### config.mk
export PLATFORM = sky130hd
export DESIGN_NAME = alu_cmd_issuer
export DESIGN_NICKNAME = d
export VERILOG_FILES = /design/src/rtl/alu_cmd_issuer.sv
export SDC_FILE = /design/constraint.sdc
export NUM_CORES = 1
export LEC_CHECK = 0
export ABC_CLOCK_PERIOD_IN_PS = 3300
export BUFFER_PORTS_ARGS = -buffer_cell sky130_fd_sc_hd__buf_4
export CORE_MARGIN = 2
export CORE_UTILIZATION = 54
export CTS_BUF_LIST = sky130_fd_sc_hd__clkbuf_8 sky130_fd_sc_hd__clkbuf_16
export CTS_CLUSTER_SIZE = 28
export DETAILED_ROUTE_END_ITERATION = 10
export HOLD_SLACK_MARGIN = 0.1
export PLACE_DENSITY = 0.83
export REMOVE_ABC_BUFFERS = 1
export SETUP_SLACK_MARGIN = 0.2
export SYNTH_ARGS = -nofsm -noshare
export SYNTH_HDL_FRONTEND = slang
export SYNTH_SLANG_ARGS = --single-unit
### constraint.sdc
create_clock -name CLK -period 3.3 [get_ports CLK]
set_input_delay 0.165 -clock CLK [delete_from_list [all_inputs] [get_ports CLK]]
set_output_delay 0.165 -clock CLK [all_outputs]
set_load 0.02 [all_outputs]
### src/rtl/alu_cmd_issuer.sv
// alu_cmd_issuer: queues ALU commands, issues them one at a time to a registered ALU and holds each result for downstream
module alu_cmd_issuer #(
  parameter int DEPTH = 4,
  parameter int PTR_W = 2
) (
  input  logic             CLK,
  input  logic             RST,
  input  logic             CMD_VALID,
  output logic             CMD_READY,
  input  logic [15:0]      CMD_A,
  input  logic [15:0]      CMD_B,
  input  logic [3:0]       CMD_FUN,
  output logic [15:0]      ALU_A,
  output logic [15:0]      ALU_B,
  output logic [3:0]       ALU_FUN,
  input  logic [15:0]      ALU_RES,
  input  logic [4:0]       ALU_FLAGS,
  output logic             RES_VALID,
  input  logic             RES_READY,
  output logic [15:0]      RES_DATA,
  output logic [4:0]       RES_FLAGS,
  output logic [PTR_W:0]   FIFO_COUNT
);
  localparam logic [1:0] IDLE = 2'd0;
  localparam logic [1:0] ISSUE = 2'd1;
  localparam logic [1:0] CAPTURE = 2'd2;
  localparam logic [1:0] HOLD = 2'd3;
  localparam logic [PTR_W:0] FULL = (PTR_W+1)'(DEPTH);
  logic [35:0]      r_mem [DEPTH];
  logic [PTR_W-1:0] r_wr_ptr;
  logic [PTR_W-1:0] r_rd_ptr;
  logic [PTR_W:0]   r_count;
  logic [1:0]       r_state;
  logic             r_res_valid;
  logic [15:0]      r_res_data;
  logic [4:0]       r_res_flags;
  logic [15:0]      r_alu_a;
  logic [15:0]      r_alu_b;
  logic [3:0]       r_alu_fun;
  logic             w_push;
  logic             w_pop;
  assign CMD_READY = r_count != FULL;
  assign w_push = CMD_VALID && CMD_READY;
  assign w_pop = (r_count != '0) && (r_state == IDLE || (r_state == HOLD && RES_READY));
  assign ALU_A = r_alu_a;
  assign ALU_B = r_alu_b;
  assign ALU_FUN = r_alu_fun;
  assign RES_VALID = r_res_valid;
  assign RES_DATA = r_res_data;
  assign RES_FLAGS = r_res_flags;
  assign FIFO_COUNT = r_count;
  // command storage; no reset needed because the count gates every read
  always_ff @(posedge CLK) begin
    if (w_push) r_mem[r_wr_ptr] <= {CMD_A, CMD_B, CMD_FUN};
  end
  // queue pointers and occupancy; a push into an empty queue is popped one cycle later
  always_ff @(posedge CLK) begin
    if (RST) begin
      r_wr_ptr <= '0;
      r_rd_ptr <= '0;
      r_count <= '0;
    end else begin
      if (w_push) r_wr_ptr <= r_wr_ptr + PTR_W'(1);
      if (w_pop) r_rd_ptr <= r_rd_ptr + PTR_W'(1);
      if (w_push != w_pop) r_count <= w_push ? r_count + (PTR_W+1)'(1) : r_count - (PTR_W+1)'(1);
    end
  end
  // issue sequencer: pop -> ALU samples -> capture result -> hold until accepted
  always_ff @(posedge CLK) begin
    if (RST) begin
      r_state <= IDLE;
      r_res_valid <= 1'b0;
      r_res_data <= '0;
      r_res_flags <= '0;
      r_alu_a <= '0;
      r_alu_b <= '0;
      r_alu_fun <= 4'b1111;
    end else begin
      if (w_pop) {r_alu_a, r_alu_b, r_alu_fun} <= r_mem[r_rd_ptr];
      case (r_state)
        IDLE: r_state <= w_pop ? ISSUE : IDLE;
        ISSUE: r_state <= CAPTURE;
        CAPTURE: begin
          r_res_data <= ALU_RES;
          r_res_flags <= ALU_FLAGS;
          r_res_valid <= 1'b1;
          r_state <= HOLD;
        end
        default: begin
          if (RES_READY) begin
            r_res_valid <= 1'b0;
            r_state <= w_pop ? ISSUE : IDLE;
          end
        end
      endcase
    end
  end
endmodule

# [After elaboration in Yosys (flattened, before gate mapping)]
# Memory sizes are Yosys's and may differ from the RTL's. A register that Yosys moved wholly into a read port is not among the register bits.
# Cells that the tools add are included.
[word_totals] reg_bits=31 ram_bits=144 in_bits=61 out_inout_bits=62 n_memories=1
[mem_list] memory="r_mem" words=4 word_bits=36 read_ports=1 rd_clocked_by_memory_dff=1 wr=1 line_no="29" source="logic [35:0] r_mem [DEPTH];"
[op_classes] add_sub_neg=4 n_eq_ne=5 n_mux=8 bitwise=1 reduce_logical=10
[op_table] cell="2-bit case mux with 3 select lines" count=1
[op_table] cell="2-bit by 1-bit adder with 2-bit output (second input constant)" count=2
[op_table] cell="2-bit == test (second input constant)" count=2
[op_table] cell="1-bit 2-to-1 mux" count=4
[op_table] cell="4-bit nonzero test" count=1
[op_table] cell="3-bit by 1-bit adder with 3-bit output (second input constant)" count=1
[op_table] cell="1-bit logical AND" count=3
[op_table] cell="3-bit 2-to-1 mux" count=1
[op_table] cell="3-bit inequality test (second input constant)" count=1
[op_table] cell="3-bit nonzero test" count=1
[op_table] cell="3-bit by 1-bit subtractor with 3-bit output (second input constant)" count=1
[op_table] cell="2-bit by 1-bit == test with 1-bit output (second input constant)" count=1
[op_table] cell="2-bit zero test" count=1
[op_table] cell="2-bit 2-to-1 mux" count=1
[op_table] cell="1-bit case mux with 2 select lines" count=1
[op_table] cell="2-bit AND reduction" count=1
[op_table] cell="2-bit nonzero test" count=1
[op_table] cell="2-bit OR reduction" count=1
[op_table] cell="1-bit logical OR" count=1
[op_table] cell="1-bit inequality test" count=1
[op_table] cell="1-bit NOT" count=1

# [Depth between registers and ports, before layout]
# Gate-level depths: netlist of the first run.
[logic_depth] ltp_word=7 ltp_mapped=8

# [Least setup slack after synthesis of the first run]
# OpenSTA, ideal clock, no wires.
[synth_path] path_kind="reg-to-reg" start="register r_count[0] (netlist: FIFO_COUNT[0])" end="register r_count[2] (netlist: FIFO_COUNT[2])" t_arrival_ns=2.279 required_ns=3.172 slack_ns=0.893 path_stages_with_launch=9 cell_sequence="dfxtp_1 or3b_4 and2_1 buf_6 inv_2 fa_1 or4b_2 o21ai_0 nor3_1"
[synth_via] elab_chain_cells=3 word_cells_on_any_way=8 cone_classes="add/sub: 2; eq/ne: 2; mux: 1; reduce/logical: 3"
[synth_lines] element="start: declaration" line_no="32" source="logic [PTR_W:0] r_count;"
[synth_lines] element="start signal: assignment" line_no="65" source="if (w_push != w_pop) r_count <= w_push ? r_count + (PTR_W+1)'(1) : r_count - (PTR_W+1)'(1);"
[synth_lines] element="3-bit inequality test *" line_no="42" source="assign CMD_READY = r_count != FULL;"
[synth_lines] element="net CMD_READY" line_no="9" source="output logic CMD_READY,"
[synth_lines] element="1-bit logical AND *" line_no="43" source="assign w_push = CMD_VALID && CMD_READY;"
[synth_lines] element="3-bit 2-to-1 mux / 1-bit inequality test (equally long branches)" line_no="65"
# Mark *: on every way through the listed nets, which the timed path passes. The rest lies on a longest branch.
# A chain may end at the register's enable or synchronous reset.

# [Final worst setup path of the first run]
[layout_path] start="register r_count[0] (netlist: FIFO_COUNT[0])" end="register r_count[2] (netlist: FIFO_COUNT[2])"
[layout_via] elab_chain_cells=3 word_cells_on_any_way=8 cone_classes="add/sub: 2; eq/ne: 2; mux: 1; reduce/logical: 3"
[layout_lines] element="parallel branches: the longest is 3 deep, another holds 3-bit by 1-bit subtractor with 3-bit output"
# Parallel ways; which one is timed is not known.

==> flow_metrics.py, run 1 <==
metrics = {
    "route": {
        "ant_nets": 0,
        "drc": 0,
        "dr.first_iter.drc_count": 256,
        "num_vias": 4695,
        "wirelength_um": 16400,
        "wl_per_cell_um": 19.2,
        "avgViaCountPerCell": 5.47,
        "drtPass1Iterations": 4,
    },
    "pwr": {
        "cellLeakagePower_nw": 3.73,
        "ir_drop_mv": 0.604,
        "p_per_area_mw_per_mm2": 840,
    },
    "timing": {
        "timing.fmax_mhz": 394,
        "slew_violations": 0,
        "setup_tns_ps": 0,
        "hold_slack_ps": 236,
        "rsz0062_at_grt": "false",
        "finalClockSkew_ps": 19.1,
        "final-setup-viol-count": 0,
        "relSlewSlack": 0.309,
        "tightestPinTransition_ps": 1040,
        "hold_viol_final": 0,
        "finalCriticalPeriod_ps": 2540,
        "period_share": 0.769,
    },
    "die": {
        "num_rows": 43,
        "start_util": 0.557,
        "die_h_um": 124,
        "io_pins": 123,
        "die_x_um": 124,
        "die_area_mm2": 0.0154,
        "coreArea_mm2": 0.0140,
    },
    "finish": {
        "n_antenna_cell": 0,
        "fill_cells": 865,
        "area_growth_pct": 29.9,
        "drive_above_1_share": 0.301,
        "fin_nets": 733,
    },
    "clock_network": {
        "htreeDepth": 1,
        "clk_pin_slew_worst_paths_ps": 60,
        "cts.root.buffer_cell": "clkbuf_16",
        "cts_resized": 0,
        "clk_latency_ps": 500,
        "cts_tree": "done",
        "cts_sinks": 211,
        "cts_buffers": 21,
        "post_cts_buffers": 0,
        "clockBufferDepth": 3,
    },
    "setup_path": {
        "critPathRequiredTime_ps": 3640,
        "critical-path-top-delay-family": "simple AND/OR/NAND/NOR gates",
        "startpoint_type": "flop",
        "arrival_ps": 2870,
        "cp_cell_sequence": "or3b_4, and2_1, inv_2, fa_1, or4b_2, o21ai_0, nor3_1",
        "critPathKind": "flop to flop",
        "crit_buf_inv": 1,
        "max_stage_delay_ps": 690,
        "end_kind": "flop",
        "crit_fanout": 7,
        "cpMaxStageDelayCell": "or4b_2",
    },
    "outcome": {
        "status": "complete, no violations",
    },
    "yosys": {
        "synth_top_area_frac": 0.555,
        "synth_edf_count": 144,
        "yosysTopAreaCell": "edfxtp_1",
        "synth_cells": 482,
        "yosys_warnings": 0,
        "ys.flop_type": "edfxtp_1",
        "synth-async-reset-ratio": 0,
        "syn_avg_cell_area_um2": 16.2,
        "synth-seq-cells": 211,
        "synthDistinctLibCells": 36,
        "synth_common_cells": "144 x edfxtp_1, 75 x nand2_1, 67 x dfxtp_1",
        "ys_top_cells_by_area": "edfxtp_1 56%, dfxtp_1 17%, mux4_2 10%",
        "ys_seq_area_frac": 0.728,
        "synth_most_common_cell": "edfxtp_1",
        "syn_area_mm2": 0.00778,
    },
    "global_routing": {
        "grt_start_max_net_pins": 70,
        "grt_pass1_wl_um": 25000,
        "grt_usage": 0.216,
        "overflow": 0,
        "grt_pass1_vias": 4924,
        "antenna_found_initial": 0,
    },
    "placement": {
        "port-buffer-count": 122,
        "gp_congestion": 0.711,
        "hpwl_um": 8900,
    },
    "hold_path": {
        "min-delay-path-class": "primary input to flop",
    },
    "job": {
        "maxCapViolCount": 0,
    },
}
-- timing repair --
item | in CTS | in global routing
hold buffers | 59 | 0
hold endpoints to repair | 169 | 0
endpoints found under the setup margin | 0 | 0
-- stage by stage --
step	utilization	power, mW	cell area, µm²	setup slack (ps)	instances
floorplan	-	5.20	7650	613	455
global placement	0.633	6.08	8850	924	761
detailed placement	0.633	6.18	8850	806	761
CTS	0.723	8.53	10100	785	858
global route	0.723	8.88	10100	628	858
finish	0.723	8.50	10100	762	858
-- layout by cell type, fill, tap and decap left out, types with 3 or more instances in the layout --
| cell type | n |
|---|---|
| nand3b_1 | 4 |
| mux4_2 | 36 |
| edfxtp_1 | 144 |
| nor2_1 | 29 |
| clkinv_2 | 4 |
| dfxtp_1 | 65 |
| inv_1 | 11 |
| dlygate4sd3_1 | 59 |
| xnor2_1 | 3 |
| ha_1 | 8 |
| nand2_1 | 75 |
| mux2i_1 | 22 |
| and3_2 | 4 |
| a21oi_1 | 36 |
| buf_4 | 125 |
| clkbuf_16 | 21 |
-- registers in the layout, summed over array words and instances, names as in the netlist --
signal      count
ALU_A          16
ALU_B          16
ALU_FUN         4
FIFO_COUNT      3
RES_DATA       16
RES_FLAGS       5
RES_VALID       1
r_mem         144
r_rd_ptr        2
r_state         2
r_wr_ptr        2
-- path summary, 6_finish.rpt --
check,start,depth (start not counted),slack (ps),end
hold reg to reg,ALU_A[1]$_SDFFE_PP0P_,2,450,ALU_A[1]$_SDFFE_PP0P_
setup reg to reg,FIFO_COUNT[0]$_SDFFE_PP0P_,7,760,FIFO_COUNT[2]$_SDFFE_PP0P_
setup / recovery,FIFO_COUNT[0]$_SDFFE_PP0P_,7,760,FIFO_COUNT[2]$_SDFFE_PP0P_
hold / removal,RST,2,240,RES_DATA[0]$_SDFFE_PP0P_
-- area by class of cell --
cell class / instances / area [µm²] / share of cell area
clock buffer: 23 / 553 / 0.0547
timing repair buffer: 185 / 1550 / 0.153
clock inverter: 15 / 119 / 0.0118
sequential: 211 / 5670 / 0.560
multi-input combinational: 238 / 1980 / 0.195
inverter: 6 / 22.5 / 0.00223
tap: 180 / 225 / 0.0223
-- where the power goes --
group	switching [mW]	internal, mW	total, mW
combinational	1.43	1.12	2.55
clock	0.932	1.36	2.29
sequential	0.322	3.33	3.65
total	2.69	5.81	8.50
-- logic make-up (layout without fill, tap and decap cells) --
logic type,count (synthesis),after routing,synth area share
DFF,211,211,0.728
and+or+nand+nor,125,125,0.0681
AOI/OAI and AO/OA,41,41,0.0280
xor gates and xnor gates,4,4,0.00691
adders and majority gates,9,9,0.0154
buffers and inverters,33,229,0.0199
muxes,59,59,0.134
-- routing by layer --
layer | GRT usage | vias to the layer above | wire length, µm
li1 | - | 2142 | -
met1 | 0.261 | 2342 | 6640
met2 | 0.388 | 187 | 8350
met3 | 0.0453 | 24 | 1180
met4 | 0.0660 | 0 | 279
met5 | 0 | - | 0
Note: power is estimated with default switching activity, not from simulation.
==> run 2: changes to the inputs <==
--- a/config.mk
+++ b/config.mk
@@ -5,15 +5,16 @@
 export SDC_FILE = /design/constraint.sdc
 export NUM_CORES = 1
 export LEC_CHECK = 0
-export ABC_CLOCK_PERIOD_IN_PS = 3300
+export ABC_AREA = 1
+export ABC_CLOCK_PERIOD_IN_PS = 2110
 export BUFFER_PORTS_ARGS = -buffer_cell sky130_fd_sc_hd__buf_4
 export CORE_MARGIN = 2
-export CORE_UTILIZATION = 54
+export CORE_UTILIZATION = 51
 export CTS_BUF_LIST = sky130_fd_sc_hd__clkbuf_8 sky130_fd_sc_hd__clkbuf_16
 export CTS_CLUSTER_SIZE = 28
 export DETAILED_ROUTE_END_ITERATION = 10
 export HOLD_SLACK_MARGIN = 0.1
-export PLACE_DENSITY = 0.83
+export PLACE_DENSITY = 0.82
 export REMOVE_ABC_BUFFERS = 1
 export SETUP_SLACK_MARGIN = 0.2
 export SYNTH_ARGS = -nofsm -noshare
==> constraint.sdc (replaced) <==
create_clock -name CLK -period 2.11 [get_ports CLK]
set_input_delay 0.1055 -clock CLK [delete_from_list [all_inputs] [get_ports CLK]]
set_output_delay 0.1055 -clock CLK [all_outputs]
set_load 0.02 [all_outputs]
==> run 2 against run 1 <==
  * Clock-buffer cell count up 1
  * Wire length is 5.6% higher
  * Global-route usage down 0.52 points
  * Fmax grew 49%
  * Final cell count increased by 24%
  * Cell area rose by 1.8%
  * Clock skew rose by 1.4 ps
==> flow_metrics.py, run 2 <==
metrics = {
    "setup_path": {
        "r2r_slack_ps": 400,
        "r2r_start": "r_state[0]$_SDFFE_PP0P_",
        "critPathKind": "flop to flop",
        "crit_fanout": 25,
        "end_kind": "flop",
        "critPathRequiredTime_ps": 2530,
        "cp-endpoint": "ALU_B[11]$_SDFFE_PP0P_",
        "worstSetupStartpoint": "r_state[0]$_SDFFE_PP0P_",
        "startpoint_type": "flop",
        "critPathMostFrequentCell": "inv_1",
        "r2r_end": "ALU_B[11]$_SDFFE_PP0P_",
        "cpMaxStageDelayCell": "dfxtp_1",
        "crit_buf_inv": 4,
        "cp_cell_sequence": "inv_1, ha_1, inv_1, nand2_1, nand2_4, inv_4, buf_4, o21ai_0, a31oi_1",
        "max_stage_delay_ps": 330,
        "arrival_ps": 2130,
        "crit_cells": 9,
        "r2r_cells": 9,
        "critical-path-top-delay-family": "buffers and inverters",
    },
    "finish": {
        "fill_cells": 1034,
        "area_growth_pct": 30.2,
        "largest_reg_flops": 144,
        "final_cells": 1063,
        "postLayoutCellArea_mm2": 0.0103,
        "drive_above_1_share": 0.207,
        "final_cell_mix": "176 x nor2_1, 144 x edfxtp_1, 128 x buf_4",
        "final_common_cell": "nor2_1",
        "n_antenna_cell": 0,
        "largest_register": "r_mem",
        "fin_nets": 929,
        "final_util": 0.678,
    },
    "timing": {
        "hold_slack_ps": 340,
        "setup_tns_ps": 0,
        "period_share": 0.809,
        "tightestPinTransition_ps": 1040,
        "relSlewSlack": 0.303,
        "slew_violations": 0,
        "finalClockSkew_ps": 20.5,
        "timing.fmax_mhz": 586,
        "rsz0062_at_grt": "false",
        "hold_viol_final": 0,
        "fin_ws_ps": 404,
        "finalCriticalPeriod_ps": 1710,
        "final-setup-viol-count": 0,
    },
    "clock_network": {
        "post_cts_buffers": 0,
        "clk_latency_ps": 510,
        "cts.root.buffer_cell": "clkbuf_16",
        "hold_buffers": 60,
        "cts_resized": 0,
        "cts_tree": "done",
        "clockBufferDepth": 3,
        "cts_sinks": 211,
        "htreeDepth": 1,
        "cts_buffers": 22,
        "clk_pin_slew_worst_paths_ps": 60,
    },
    "hold_path": {
        "min-delay-path-class": "primary input to flop",
        "min_from": "CMD_B[1]",
    },
    "yosys": {
        "syn_area_mm2": 0.00791,
        "synth_top_family_by_area": "simple AND/OR/NAND/NOR gates",
        "synth_cells": 682,
        "synth_top_area_frac": 0.546,
        "synth-xor-area-share": 0,
        "yosys.area_share.simple": 0.118,
        "synth-async-reset-ratio": 0,
        "ys.flop_type": "edfxtp_1",
        "synth_compound_area_frac": 0.111,
        "yosys_warnings": 0,
        "synthMuxAreaShare": 0,
        "syn_avg_cell_area_um2": 11.6,
        "ys_top_cells_by_area": "edfxtp_1 55%, dfxtp_1 17%, nor2_1 8.5%",
        "synth_most_common_cell": "nor2_1",
        "yosysTopAreaCell": "edfxtp_1",
        "synth_common_cells": "180 x nor2_1, 144 x edfxtp_1, 113 x o21ai_0",
        "ys_seq_area_frac": 0.716,
        "synthDistinctLibCells": 24,
        "synth_edf_count": 144,
        "synthAdderAreaFrac": 0.0152,
        "synth-seq-cells": 211,
    },
    "die": {
        "start_util": 0.521,
        "die_area_mm2": 0.0165,
        "io_pins": 123,
        "coreArea_mm2": 0.0152,
        "die_x_um": 129,
        "num_rows": 45,
        "die_h_um": 129,
    },
    "global_routing": {
        "grt_pass1_vias": 5383,
        "grt_pass1_wl_um": 27100,
        "grt_usage": 0.210,
        "grt_start_max_net_pins": 74,
        "antenna_found_initial": 0,
        "overflow": 0,
    },
    "route": {
        "drc": 0,
        "avgViaCountPerCell": 5.20,
        "dr.first_iter.drc_count": 315,
        "wl_per_cell_um": 16.3,
        "drtPass1Iterations": 4,
        "ant_nets": 0,
        "wirelength_um": 17400,
        "num_vias": 5532,
    },
    "pwr": {
        "ir_drop_mv": 0.937,
        "p_per_area_mw_per_mm2": 1300,
        "cellLeakagePower_nw": 4.00,
        "p_total_mw": 13.4,
    },
    "job": {
        "maxCapViolCount": 0,
    },
    "placement": {
        "gp_congestion": 0.743,
        "place_area_mm2": 0.00902,
        "dp.cells": 963,
        "port-buffer-count": 122,
        "dp_slack_ps": 401,
        "hpwl_um": 9350,
    },
    "outcome": {
        "status": "complete, no violations",
    },
}
==> run 2: cell types whose count changed in the layout (fill, tap and decap cells not counted), moves of 22 or more <==
cell	change
mux2i_1	-22
nand2_1	-38
a31oi_1	+32
mux4_2	-36
o21ai_0	+112
nor2_1	+147
a21oi_1	-23
==> run 2: final cells by class <==
cell class,instances,area (µm²),area share
flip-flops and latches,211,5670,0.550
multi-input cells,413,1970,0.191
repair buffers,194,1680,0.163
clock buffers,24,578,0.0561
well taps,188,235,0.0228
clock inverters,16,105,0.0102
inverters,17,66.3,0.00644
==> run 2: worst min-delay path by stage <==
stage | slack [ps] | to | cells after the start
after global placement | 310 | r_mem[0][34]$_DFFE_PP_ | 1
after detailed placement | 310 | r_mem[0][34]$_DFFE_PP_ | 1
after CTS | 320 | r_mem[3][5]$_DFFE_PP_ | 2
after floorplan | 170 | FIFO_COUNT[1]$_SDFFE_PP0P_ | 1
final | 340 | r_mem[3][5]$_DFFE_PP_ | 2
after global routing | 330 | r_mem[3][7]$_DFFE_PP_ | 2
==> run 2: layer usage <==
layer | part of all wire | track usage | vias to the layer above | routed length (µm)
li1 | - | - | 2739 | -
met1 | 0.41 | 0.258 | 2553 | 7080
met2 | 0.50 | 0.375 | 202 | 8600
met3 | 0.071 | 0.0470 | 38 | 1240
met4 | 0.026 | 0.0633 | 0 | 449
met5 | 0 | 0 | - | 0
==> run 2: cells by family after synthesis <==
group | count (synthesis)
AND/OR/NAND/NOR | 237
flip-flops | 211
adder cells (fa/ha/maj) | 9
buffers and inverters | 58
AO/OA/AOI/OAI | 167
==> run 2: report_power, final <==
| part | leakage, nW | internal, mW | switching [mW] |
|---|---|---|---|
| Combinational | 1.77 | 1.54 | 2.67 |
| Clock | 0.359 | 2.09 | 1.49 |
| Sequential | 1.87 | 5.23 | 0.406 |
| Total | 4.00 | 8.85 | 4.57 |
